File: config.mk
export PLATFORM = sky130hd
export DESIGN_NAME = sub_shift_serial_flat
export DESIGN_NICKNAME = d
export VERILOG_FILES = /design/src/rtl/sub_shift_serial_if.sv /design/src/rtl/sub_shift_serial.sv /design/src/flat_wrapper.sv
export SDC_FILE = /design/constraint.sdc
export NUM_CORES = 1
export LEC_CHECK = 0
export CELL_PAD_IN_SITES_DETAIL_PLACEMENT = 1
export CELL_PAD_IN_SITES_GLOBAL_PLACEMENT = 1
export CORE_MARGIN = 1.5
export CORE_UTILIZATION = 44
export CTS_BUF_LIST = sky130_fd_sc_hd__clkbuf_4 sky130_fd_sc_hd__clkbuf_8 sky130_fd_sc_hd__clkbuf_16
export DETAILED_ROUTE_END_ITERATION = 12
export GPL_TIMING_DRIVEN = 0
export PLACE_DENSITY_LB_ADDON = 0.3
export SETUP_SLACK_MARGIN = 0.5
export SLEW_MARGIN = 5
export SYNTH_ARGS = -nofsm -noshare
export SYNTH_HDL_FRONTEND = slang
export SYNTH_SLANG_ARGS = --single-unit
File: constraint.sdc
create_clock -name clk -period 18.93 [get_ports clk]
set_input_delay 3.786 -clock clk [delete_from_list [all_inputs] [get_ports clk]]
set_output_delay 3.786 -clock clk [all_outputs]
set_load 0.005 [all_outputs]
File: src/rtl/sub_shift_serial_if.sv
// Handshake bundle for the SubBytes+ShiftRows stage: input state in, transformed state out.
interface sub_shift_serial_if;
  logic         in_valid;
  logic         in_ready;
  logic [0:127] in_data;
  logic         out_valid;
  logic         out_ready;
  logic [0:127] out_data;

  modport master (
    output in_valid, in_data, out_ready,
    input  in_ready, out_valid, out_data
  );

  modport slave (
    input  in_valid, in_data, out_ready,
    output in_ready, out_valid, out_data
  );
endinterface

File: src/rtl/sub_shift_serial.sv
// Byte-serial AES SubBytes+ShiftRows (or inverse when DECRYPT=1) with an arithmetic S-box.
// Define SUB_SHIFT_QUAD_LANE_EN to process one full column (four S-boxes) per cycle.
module sub_shift_serial #(
  parameter bit DECRYPT = 1'b0
) (
  input logic               clk,
  input logic               rst,
  sub_shift_serial_if.slave bus
);

`ifdef SUB_SHIFT_QUAD_LANE_EN
  localparam int unsigned LANES = 4;
`else
  localparam int unsigned LANES = 1;
`endif
  localparam logic [3:0] LAST_CNT = 4'(16 / LANES - 1);

  typedef enum logic [1:0] {IDLE, SUB, DONE} state_t;

  state_t       state_q, state_d;
  logic [3:0]   cnt_q, cnt_d;
  logic [0:127] buf_q, buf_d;
  logic [0:127] out_q, out_d;
  logic [3:0]   src;
  logic [1:0]   dst_col;
  logic [3:0]   dst;

  function automatic logic [7:0] xtime(input logic [7:0] a);
    return {a[6:0], 1'b0} ^ (a[7] ? 8'h1b : 8'h00);
  endfunction

  function automatic logic [7:0] gf_mul(input logic [7:0] a, input logic [7:0] b);
    logic [7:0] acc;
    logic [7:0] p;
    acc = '0;
    p   = a;
    for (int unsigned i = 0; i < 8; i++) begin
      if (b[i]) acc ^= p;
      p = xtime(p);
    end
    return acc;
  endfunction

  // a^254 == a^-1 in GF(2^8); also maps 0 to 0 without a special case.
  function automatic logic [7:0] gf_inv(input logic [7:0] a);
    logic [7:0] p;
    logic [7:0] r;
    p = a;
    r = 8'h01;
    for (int unsigned i = 1; i < 8; i++) begin
      p = gf_mul(p, p);
      r = gf_mul(r, p);
    end
    return r;
  endfunction

  function automatic logic [7:0] sbox(input logic [7:0] a);
    logic [7:0] t;
    if (DECRYPT) begin
      t = {a[1:0], a[7:2]} ^ {a[4:0], a[7:5]} ^ {a[6:0], a[7]} ^ 8'h05;
      return gf_inv(t);
    end else begin
      t = gf_inv(a);
      return t ^ {t[6:0], t[7]} ^ {t[5:0], t[7:6]} ^ {t[4:0], t[7:5]} ^ {t[3:0], t[7:4]} ^ 8'h63;
    end
  endfunction

  always_comb begin
    state_d = state_q;
    cnt_d   = cnt_q;
    buf_d   = buf_q;
    out_d   = out_q;
    src     = '0;
    dst_col = '0;
    dst     = '0;
    case (state_q)
      IDLE: begin
        if (bus.in_valid) begin
          buf_d   = bus.in_data;
          cnt_d   = '0;
          state_d = SUB;
        end
      end
      SUB: begin
        // Source byte index doubles as (col,row); ShiftRows only moves the column.
        for (int unsigned l = 0; l < LANES; l++) begin
          src     = 4'(32'(cnt_q) * LANES + l);
          dst_col = DECRYPT ? (src[3:2] + src[1:0]) : (src[3:2] - src[1:0]);
          dst     = {dst_col, src[1:0]};
          out_d[{dst, 3'b000} +: 8] = sbox(buf_q[{src, 3'b000} +: 8]);
        end
        cnt_d = cnt_q + 4'd1;
        if (cnt_q == LAST_CNT) state_d = DONE;
      end
      DONE: begin
        if (bus.out_ready) state_d = IDLE;
      end
      default: state_d = IDLE;
    endcase
  end

  always_ff @(posedge clk) begin
    if (rst) begin
      state_q <= IDLE;
      cnt_q   <= '0;
      buf_q   <= '0;
      out_q   <= '0;
    end else begin
      state_q <= state_d;
      cnt_q   <= cnt_d;
      buf_q   <= buf_d;
      out_q   <= out_d;
    end
  end

  assign bus.in_ready  = (state_q == IDLE);
  assign bus.out_valid = (state_q == DONE);
  assign bus.out_data  = out_q;

endmodule

File: src/flat_wrapper.sv
// flat-port wrapper written by rule: the top's interface ports become plain ports
module sub_shift_serial_flat 
#(
  parameter bit DECRYPT = 1'b0
)
  (clk, rst, bus_in_valid, bus_in_data, bus_out_ready, bus_in_ready, bus_out_valid, bus_out_data);
  sub_shift_serial_if bus_i ();
  input logic clk;
  input logic rst;
  input wire logic [$bits(bus_i.in_valid)-1:0] bus_in_valid;
  input wire logic [$bits(bus_i.in_data)-1:0] bus_in_data;
  input wire logic [$bits(bus_i.out_ready)-1:0] bus_out_ready;
  output wire logic [$bits(bus_i.in_ready)-1:0] bus_in_ready;
  output wire logic [$bits(bus_i.out_valid)-1:0] bus_out_valid;
  output wire logic [$bits(bus_i.out_data)-1:0] bus_out_data;
  assign bus_i.in_valid = bus_in_valid;
  assign bus_i.in_data = bus_in_data;
  assign bus_i.out_ready = bus_out_ready;
  assign bus_in_ready = bus_i.in_ready;
  assign bus_out_valid = bus_i.out_valid;
  assign bus_out_data = bus_i.out_data;
  sub_shift_serial #(.DECRYPT(DECRYPT)) u_core (.clk(clk), .rst(rst), .bus(bus_i));
endmodule
==> impl_metrics.json <==
{
  "cpMostUsedCell": "xnor3_2",
  "critPathMaxStageDelay_ns": 0.64,
  "path_class": "flip-flop to flip-flop",
  "insertion_delay_ns": 0.55,
  "rsz0062_at_grt": "true",
  "dr.pass1.iters": 5,
  "cap_violations": 0,
  "die_h_um": 240,
  "cts_max_level": 1,
  "drtIter0Drc": 1778,
  "fin_crit_sh_pct": 94.7,
  "r2r_start": "u_core.cnt_q[1]",
  "cts_buffers": 25,
  "final_common_cell": "nand2_1",
  "ys.flop_type": "dfxtp_1",
  "worstPathMaxFanout": 10,
  "postRouteAntennaNets": 0,
  "grt_max_degree": 15,
  "synth_cells": 3081,
  "finalSetupViolCount": 0,
  "grt-ovfl-total": 0,
  "status": "finished, final reports clean",
  "period_needed_ns": 17.93,
  "synth_edf_count": 0,
  "ios": 262,
  "stdcell_area_um2": 30100,
  "dieArea_um2": 57400,
  "placed_cell_area_um2": 28200,
  "areaGrowthSynthToFinish_pct": 22.0,
  "yosys_register_bits": 262,
  "synthArstFlopShare_pct": 0,
  "slew-limit-headroom_pct": 14.4,
  "ys_seq_area_share_pct": 21.3,
  "endpoint_kind": "flip-flop",
  "antenna_found_initial": 0,
  "numClockSinks": 262,
  "drive_above_1_share_pct": 12.0,
  "initial_core_util_pct": 44.6,
  "min-delay-path-class": "flip-flop to flip-flop",
  "grt_pass1_wl_mm": 147,
  "rows": 86,
  "finalHoldViolCount": 0,
  "slowest_stage": "mux4_1",
  "totalWireLength_mm": 95.3,
  "cts_tree": "done",
  "skew_ns": 0.0122,
  "die_x_um": 240,
  "synth_nets": 3225,
  "io_buffers": 260,
  "postLayoutCoreUtil_pct": 54.4,
  "yosysUniqueCellTypes": 112,
  "diodes": 0,
  "avgRoutedWirePerCell_um": 22.8,
  "worst_slew_pin_slew_ns": 1.27,
  "min-delay-start": "u_core.bus.out_data[18]",
  "arrival_ns": 18.35,
  "cts_root_buf": "clkbuf_16",
  "required_ns": 19.35,
  "layout_common_cells": "607 x nand2_1, 350 x xnor2_1, 323 x nor2_1",
  "dp_hpwl_mm": 71.5,
  "synth_top_area_cell": "dfxtp_1",
  "synth_warnings": 0,
  "nets": 3565,
  "max_freq_ghz": 0.0558,
  "grt.total_usage_pct": 32.2,
  "drc_errors": 0,
  "core_um2": 55200,
  "cts.clk_slew.worst_paths_ns": 0.07,
  "synthesis.area_um2": 24600,
  "synth_area_leaders": "dfxtp_1 21%, xnor2_1 13%, nand2_1 9.2%, xnor3_1 7.7%, nor2_1 4.9%",
  "maxSlewViolCount": 0,
  "cp-start-kind": "flip-flop",
  "via_count": 24635,
  "grt_pass1_vias": 25872,
  "synth_top_area_share_pct": 21.3,
  "clockBufferDepth": 3,
  "routabilityCongestion": 0.939,
  "synth.avg_cell_area_um2": 8.00,
  "critPathLaunch": "u_core.cnt_q[1]",
  "vias_per_cell": 5.88
}
## per-layer routing
layer  track usage (%)  wire length (um)  vias to the layer above
li1                  -                 -                    11265
met4              10.4              3060                        0
met5                 0                 0                        -
met3              4.71              5800                      208
met2              56.8             47000                      883
met1              40.0             39500                    12279
## registers in the layout (all words and copies together), names as in the netlist
| signal | count |
|---|---|
| u_core.bus.out_data | 128 |
| u_core.cnt_q | 4 |
| u_core.state_q | 2 |
| u_core.buf_q | 128 |
## final cells by class
type | count | area (um^2)
multi-input combinational | 2593 | 18900
buffer | 203 | 1030
inverter | 23 | 88.8
clock inverter | 7 | 46.3
sequential | 262 | 5250
timing repair buffer | 313 | 3040
fill | 6721 | 25100
clock buffer | 38 | 773
tap | 748 | 936
## cells in the mapped netlist, types with 15 or more instances
master,n
xor2_1,101
xnor3_1,84
mux2i_1,55
nor2_1,324
clkbuf_1,108
o22ai_1,38
mux4_2,22
nor3_1,57
o211ai_1,17
xnor2_2,30
a21oi_1,242
dfxtp_1,262
and2_1,23
xnor2_1,377
buf_4,23
a31oi_1,17
inv_1,15
o21ai_0,72
nand2_1,607
xnor3_2,15
o21ai_1,123
nand3_1,49
a211oi_1,28
buf_2,56
## stage by stage
stage / TNS [ns] / std cells / hold WS [ns] / setup slack, ns
CTS: 0 / 4139 / 0.449 / 0.506
global route: 0 / 4187 / 0.477 / 0.376
detailed placement: -226.83 / 4089 / 0.442 / -2.16
finish: 0 / 4187 / 0.446 / 0.996
floorplan: 0 / 3081 / 0.432 / 2.65
global placement: -154.26 / 4089 / 0.436 / -1.60
## final timing paths
path	cells past startpoint	slack, ns	to
worst max register to register	63	1.0	u_core.bus.out_data[32]
worst max-delay path	63	1.0	u_core.bus.out_data[32]
worst min-delay path	2	0.45	u_core.bus.out_data[18]
worst min register to register	2	0.45	u_core.bus.out_data[18]
## cell families after synthesis
logic type	Yosys count	share of synthesized area [%]
buf+inv	226	4.37
mux	107	6.22
fa+ha+maj	12	0.609
compound gates	674	16.7
simple gates	1163	19.9
flops	262	21.3
xor+xnor	637	30.8
## critical path: cells and delay by family (launching register included)
family / cells / cell delay (ns)
fa+ha+maj: 3 / 1.05
xor+xnor: 23 / 7.99
flops: 1 / 0.47
simple gates: 9 / 1.57
mux: 5 / 1.82
compound gates: 12 / 2.49
buf+inv: 11 / 2.35
## repair_timing
action	CTS	global route
hold buffers	0	0
setup buffers	5	48
gates resized for setup	62	56
pin swaps	5	23
setup endpoints to repair	128	128
Power is left out: the tool's default activity adds up to more than one toggle a clock period on the data nets, which glitch-free logic cannot reach.
